File: config.mk
export PLATFORM = sky130hd
export DESIGN_NAME = pipe_ctrl
export DESIGN_NICKNAME = d
export VERILOG_FILES = /design/src/rtl/y86_pkg.sv /design/src/rtl/hazard_detect.sv /design/src/rtl/pipe_ctrl.sv
export SDC_FILE = /design/constraint.sdc
export NUM_CORES = 1
export LEC_CHECK = 0
export CORE_ASPECT_RATIO = 1.2
export CORE_MARGIN = 5
export CORE_UTILIZATION = 44
export DETAILED_ROUTE_END_ITERATION = 12
export GPL_ROUTABILITY_DRIVEN = 0
export PLACE_DENSITY = 0.92
export SKIP_CTS_REPAIR_TIMING = 1
export SLEW_MARGIN = 10
export SYNTH_ARGS = -nofsm -noshare
export SYNTH_HDL_FRONTEND = slang
export SYNTH_SLANG_ARGS = --single-unit
File: constraint.sdc
create_clock -name clk -period 6.35 [get_ports clk]
set_input_delay 1.27 -clock clk [delete_from_list [all_inputs] [get_ports clk]]
set_output_delay 1.27 -clock clk [all_outputs]
set_load 0.02 [all_outputs]
File: src/rtl/y86_pkg.sv
// Shared Y86-64 encodings and the pipeline-control state type.
package y86_pkg;

  // Instruction codes that the control logic cares about
  localparam logic [3:0] I_MRMOVQ = 4'd5;
  localparam logic [3:0] I_JXX    = 4'd7;
  localparam logic [3:0] I_RET    = 4'd9;
  localparam logic [3:0] I_POPQ   = 4'd11;

  // Register id meaning "no register"
  localparam logic [3:0] RNONE = 4'd15;

  // Status codes
  localparam logic [2:0] S_AOK = 3'd1;
  localparam logic [2:0] S_HLT = 3'd2;
  localparam logic [2:0] S_ADR = 3'd3;
  localparam logic [2:0] S_INS = 3'd4;

  // Run/halt controller states
  typedef enum logic [1:0] {
    ST_RUN    = 2'd0,
    ST_DRAIN  = 2'd1,
    ST_HALTED = 2'd2
  } ctrl_state_t;

  // True for any status that stops the machine
  function automatic logic is_exc(input logic [2:0] stat);
    return (stat == S_HLT) || (stat == S_ADR) || (stat == S_INS);
  endfunction

endpackage

File: src/rtl/hazard_detect.sv
// Combinational hazard and exception detection from the D/E/M/W stage fields.
module hazard_detect
  import y86_pkg::*;
(
  input  logic [3:0] D_icode,
  input  logic [3:0] E_icode,
  input  logic [3:0] M_icode,
  input  logic [3:0] E_dstM,
  input  logic [3:0] d_srcA,
  input  logic [3:0] d_srcB,
  input  logic       e_Cnd,
  input  logic [2:0] m_stat,
  input  logic [2:0] W_stat,
  output logic       load_use,
  output logic       ret_in,
  output logic       mispred,
  output logic       exc_m,
  output logic       exc_w
);

  // Hazard conditions; a load into RNONE never creates a dependency
  always_comb begin
    load_use = ((E_icode == I_MRMOVQ) || (E_icode == I_POPQ)) &&
               (E_dstM != RNONE) &&
               ((E_dstM == d_srcA) || (E_dstM == d_srcB));
    ret_in   = (D_icode == I_RET) || (E_icode == I_RET) || (M_icode == I_RET);
    mispred  = (E_icode == I_JXX) && !e_Cnd;
    exc_m    = is_exc(m_stat);
    exc_w    = is_exc(W_stat);
  end

endmodule

File: src/rtl/pipe_ctrl.sv
// Y86-64 pipeline control: stall/bubble generation, predicted-PC register,
// run/drain/halt sequencing and saturating performance counters.
// There are no valid/ready handshakes here: every control output is a level
// that the pipeline registers sample on the same rising edge.
module pipe_ctrl
  import y86_pkg::*;
#(
  parameter int CNT_W = 32
) (
  input  logic              clk,
  input  logic              rst,
  input  logic [63:0]       f_predPC,
  input  logic [3:0]        D_icode,
  input  logic [3:0]        E_icode,
  input  logic [3:0]        M_icode,
  input  logic [3:0]        E_dstM,
  input  logic [3:0]        d_srcA,
  input  logic [3:0]        d_srcB,
  input  logic              e_Cnd,
  input  logic [2:0]        m_stat,
  input  logic [2:0]        W_stat,
  output logic [63:0]       F_predPC,
  output logic              F_stall,
  output logic              D_stall,
  output logic              D_bubble,
  output logic              E_bubble,
  output logic              M_bubble,
  output logic              W_stall,
  output logic              halted,
  output logic [2:0]        final_stat,
  output logic [CNT_W-1:0]  cyc_cnt,
  output logic [CNT_W-1:0]  bub_cnt,
  output ctrl_state_t       dbg_state
);

  localparam logic [CNT_W-1:0] CNT_ONE = {{(CNT_W-1){1'b0}}, 1'b1};
  localparam logic [CNT_W-1:0] CNT_MAX = '1;

  logic load_use, ret_in, mispred, exc_m, exc_w;

  ctrl_state_t      state_q, state_d;
  logic [63:0]      pred_pc_q, pred_pc_d;
  logic [2:0]       final_stat_q, final_stat_d;
  logic [CNT_W-1:0] cyc_cnt_q, cyc_cnt_d;
  logic [CNT_W-1:0] bub_cnt_q, bub_cnt_d;

  hazard_detect u_hazard (
    .D_icode  (D_icode),
    .E_icode  (E_icode),
    .M_icode  (M_icode),
    .E_dstM   (E_dstM),
    .d_srcA   (d_srcA),
    .d_srcB   (d_srcB),
    .e_Cnd    (e_Cnd),
    .m_stat   (m_stat),
    .W_stat   (W_stat),
    .load_use (load_use),
    .ret_in   (ret_in),
    .mispred  (mispred),
    .exc_m    (exc_m),
    .exc_w    (exc_w)
  );

  // Control outputs: bubbles everywhere during reset, frozen when halted,
  // otherwise the hazard rules (a load-use stall beats the ret bubble in D)
  always_comb begin
    F_stall  = 1'b0;
    D_stall  = 1'b0;
    D_bubble = 1'b0;
    E_bubble = 1'b0;
    M_bubble = 1'b0;
    W_stall  = 1'b0;
    if (rst) begin
      D_bubble = 1'b1;
      E_bubble = 1'b1;
      M_bubble = 1'b1;
    end else if (state_q == ST_HALTED) begin
      F_stall  = 1'b1;
      D_stall  = 1'b1;
      W_stall  = 1'b1;
      M_bubble = 1'b1;
    end else begin
      F_stall  = load_use || ret_in;
      D_stall  = load_use;
      D_bubble = mispred || (ret_in && !load_use);
      E_bubble = mispred || load_use;
      M_bubble = exc_m || exc_w;
      W_stall  = exc_w;
    end
  end

  // Run/halt next state; an exception retiring in W halts straight away,
  // one still in M only drains, and a squashed one falls back to RUN
  always_comb begin
    state_d      = state_q;
    final_stat_d = final_stat_q;
    case (state_q)
      ST_RUN: begin
        if (exc_w) begin
          state_d      = ST_HALTED;
          final_stat_d = W_stat;
        end else if (exc_m) begin
          state_d = ST_DRAIN;
        end
      end
      ST_DRAIN: begin
        if (exc_w) begin
          state_d      = ST_HALTED;
          final_stat_d = W_stat;
        end else if (!exc_m) begin
          state_d = ST_RUN;
        end
      end
      ST_HALTED: state_d = ST_HALTED;
      default:   state_d = ST_RUN;
    endcase
  end

  // Predicted-PC load and saturating counters, all idle once halted
  always_comb begin
    pred_pc_d = F_stall ? pred_pc_q : f_predPC;
    cyc_cnt_d = cyc_cnt_q;
    bub_cnt_d = bub_cnt_q;
    if (state_q != ST_HALTED) begin
      if (cyc_cnt_q != CNT_MAX) cyc_cnt_d = cyc_cnt_q + CNT_ONE;
      if ((D_bubble || E_bubble) && (bub_cnt_q != CNT_MAX)) bub_cnt_d = bub_cnt_q + CNT_ONE;
    end
  end

  // State register with asynchronous reset
  always_ff @(posedge clk or posedge rst) begin
    if (rst) begin
      state_q      <= ST_RUN;
      pred_pc_q    <= 64'd0;
      final_stat_q <= S_AOK;
      cyc_cnt_q    <= '0;
      bub_cnt_q    <= '0;
    end else begin
      state_q      <= state_d;
      pred_pc_q    <= pred_pc_d;
      final_stat_q <= final_stat_d;
      cyc_cnt_q    <= cyc_cnt_d;
      bub_cnt_q    <= bub_cnt_d;
    end
  end

  assign F_predPC   = pred_pc_q;
  assign halted     = (state_q == ST_HALTED);
  assign final_stat = final_stat_q;
  assign cyc_cnt    = cyc_cnt_q;
  assign bub_cnt    = bub_cnt_q;
  assign dbg_state  = state_q;

endmodule

==> run metrics <==
largest net degree at the start of global routing=69; clock latency on the worst-skew pair=0.41 ns; Longest Clk Path Bufs=2; vias in the first global route=5225; setup slack after layout=0.9763 ns; grt total ovfl=0; floorplan row count=46; crit path max fanout=3; most common cell in the netlist=dfrtp_1; startpoint types=input port; IO Pins=237; Setup TNS=0 ns; Area Growth Syn to Fin=53.25%; Chip Width=approximately 120 µm; Worst VDD drop=0.1762 mV; Reg power frac=0.398; Finish-stage setup viols=0; Syn Inst Count=489; Avg WL per Cell=19.09 µm; CP max stage delay=between 0.7 and 0.8 ns; Core ar.=0.01318 mm²; required time of the worst setup path=a little over 5 ns; sw power=0.0006765 W; Post-route DRC=0; flops & latches, synth=133; critical path class=input port to output pin; TritonRoute pass-1 iters=4; TritonCTS buffer count=17; combinational share of power=0.202; Slew @ Worst Pin=between 1 and 1.5 ns; crit-path most repeated cell=clkdlybuf4s50_1; fill cell count=917; via count=4894; slowest stage cell on the critical path=clkdlybuf4s50_1; CTS tree=yes; dpl cell area=between 0.008 and 0.009 mm²; TritonCTS Sinks=133; CTS root buffer=clkbuf_16; Port-buffer cells=~240; Die Footprint=~0.016 mm²; post-synth top area cell=dfrtp_1; Netlist Area Pre-Place=0.005896 mm²; worst clock skew=0.006183 ns; final instance area=around 0.009 mm²; CTS clock-pin slew for the worst setup and hold paths=0.06 ns; Synth async-reset ratio=1.000; starting density of the core=0.4473; H-tree depth=4; HP Class=flop to flop; Pwr Density=277.0 mW/mm²; Total Power=approximately 0.0025 W; outcome=complete, no violations; relative slew slack=0.2651; overall routed net length=~17 mm; top cells by area, synth=dfrtp_1 56%, mux2_2 13%, xnor2_1 6.8%; Synth Area in Simple Gates=0.1660; multiplexer area fraction after synthesis=0.1280; NumNets Final=832; DR vias/cell=about 5.4; Distinct cells, synth=40; crit end category=output pin; Post-Synth XOR/XNOR Area=0.1010; Pint=0.001826 W; critical-path cell list=clkdlybuf4s50_1, xor2_1, nor4_1, o2111ai_1, and2_1, inv_1, o21ai_0, clkdlybuf4s50_1; die height=136.8 µm; commonest cells in the netlist=132 x dfrtp_1, 67 x mux2_2, 46 x xnor2_1, 34 x nor2_1, 33 x nand4_1; share of the synthesized area in the top cell type=0.5603; GRT Total Usage=0.2199; Syn Nets=588; combinational family with the most area after synthesis=simple AND/OR/NAND/NOR gates; share of layout cells above drive strength 1=0.1461; first-pass GRT wire length=27.21 mm; antenna diode instance count=0; Synth Area in Compound Gates=0.01804; Avg Cell Area, Syn=12.06 µm²; Multi-input gate area=0.002471 mm²; final hold violation count=0; register area share after synthesis=0.5647; min Tclk post-route=5.374 ns; Max Freq=186.1 MHz; switching power share of the total=0.2703; RSZ-0062 raised after global routing=no; Worst EP arrival=4.10 ns; Clock power frac=0.399; YS warnings=0; initial DRC count=roughly 320; ys flop type=dfrtp_1; Post-synth EDFFs=0; Max-Cap Viols=0; initial antenna violation count=0; hpwl dp=13.54 mm; R2R depth=7; Slew Limit Fails=0; WHS Path Cells=1; Place WS=0.9391 ns; Register Area=about 0.0033 mm²; post-route ant nets=0; Synth Area in Adders=0.004244; Leak=3.667 nW; fin crit share=0.8463
-- logic make-up (layout without fill, tap and decap cells) --
group / after synthesis / in the layout
multiplexers: 67 / 67
buffers and inverters: 22 / 279
flip-flops: 133 / 133
AO/OA/AOI/OAI: 15 / 15
AND/OR/NAND/NOR: 182 / 182
adder cells (fa/ha/maj): 2 / 2
XOR/XNOR: 68 / 68
-- power groups by stage --
stage | sequential [W] | combinational (W) | clock [W]
after floorplan | 0.00111 | 0.000120 | 0
after global placement | 0.00100 | 0.000499 | 0
after detailed placement | 0.00101 | 0.000513 | 0
after CTS | 0.000996 | 0.000515 | 0.00102
after global routing | 0.00101 | 0.000536 | 0.00105
final | 0.000997 | 0.000507 | 0.000999
-- metrics by stage --
stage,cells,hold WS (ns),utilization
after floorplan,489,0.5256,-
after global placement,882,0.4481,0.6395
after detailed placement,882,0.4505,0.6395
after CTS,914,0.4629,0.6855
after global routing,914,0.4923,0.6855
final,914,0.4621,0.6855
-- worst max-delay path, delay by kind of cell --
kind / cells / cell delay [ns]
buf+inv: 3 / 1.32
simple gates: 2 / 0.40
xor+xnor: 1 / 0.21
compound gates: 2 / 0.90
-- state kept, by name, summed over array words and instances, names as in the netlist --
signal	count
F_predPC	64
dbg_state	2
bub_cnt	32
final_stat	3
cyc_cnt	32
-- cell usage in the layout (no fill, tap or decap), drive strengths merged, types with 2 or more instances in the layout --
| cell type | instances |
|---|---|
| bufinv | 3 |
| and2 | 6 |
| mux2 | 67 |
| a21oi | 6 |
| clkbuf | 18 |
| nor4bb | 4 |
| nor3 | 14 |
| buf | 3 |
| nand3b | 2 |
| nand4b | 4 |
| ha | 2 |
| clkinvlp | 4 |
| clkinv | 4 |
| nand2b | 2 |
| and4 | 2 |
| nand2 | 30 |
| o21ai | 3 |
| xor2 | 22 |
| nor2 | 34 |
| nand4 | 33 |
| dfrtp | 132 |
| nor4 | 5 |
| and3 | 12 |
| clkdlybuf4s50 | 236 |
| xnor2 | 46 |
| nand3 | 26 |
| inv | 11 |
| or3 | 4 |
-- area by class of cell --
class / count / area share
repair buffers: 239 / 0.2640
inverters: 8 / 0.003601
flip-flops and latches: 133 / 0.3685
clock inverters: 14 / 0.01966
multi-input cells: 334 / 0.2735
well taps: 168 / 0.02327
clock buffers: 18 / 0.04750
-- final timing paths --
kind	from	end	slack, ns
min in group asynchronous	rst	bub_cnt[27]$_DFFE_PP0P_	1.69
setup reg to reg	dbg_state[1]$_DFFE_PP0P_	bub_cnt[1]$_DFFE_PP0P_	3.27
hold reg to reg	dbg_state[0]$_DFFE_PP0P_	dbg_state[1]$_DFFE_PP0P_	0.46
max in group asynchronous	rst	final_stat[2]$_DFFE_PP0P_	3.30
hold / removal	dbg_state[0]$_DFFE_PP0P_	dbg_state[1]$_DFFE_PP0P_	0.46
setup / recovery	E_dstM[3]	D_bubble	0.98
-- layer usage --
metal,part of all wire,track usage,vias up
met4,0.015,0.06705,0
met2,0.54,0.4064,230
met1,0.36,0.2445,2416
met5,0,0,-
met3,0.086,0.05971,24
li1,-,-,2224
Note: power is estimated with default switching activity, not from simulation.
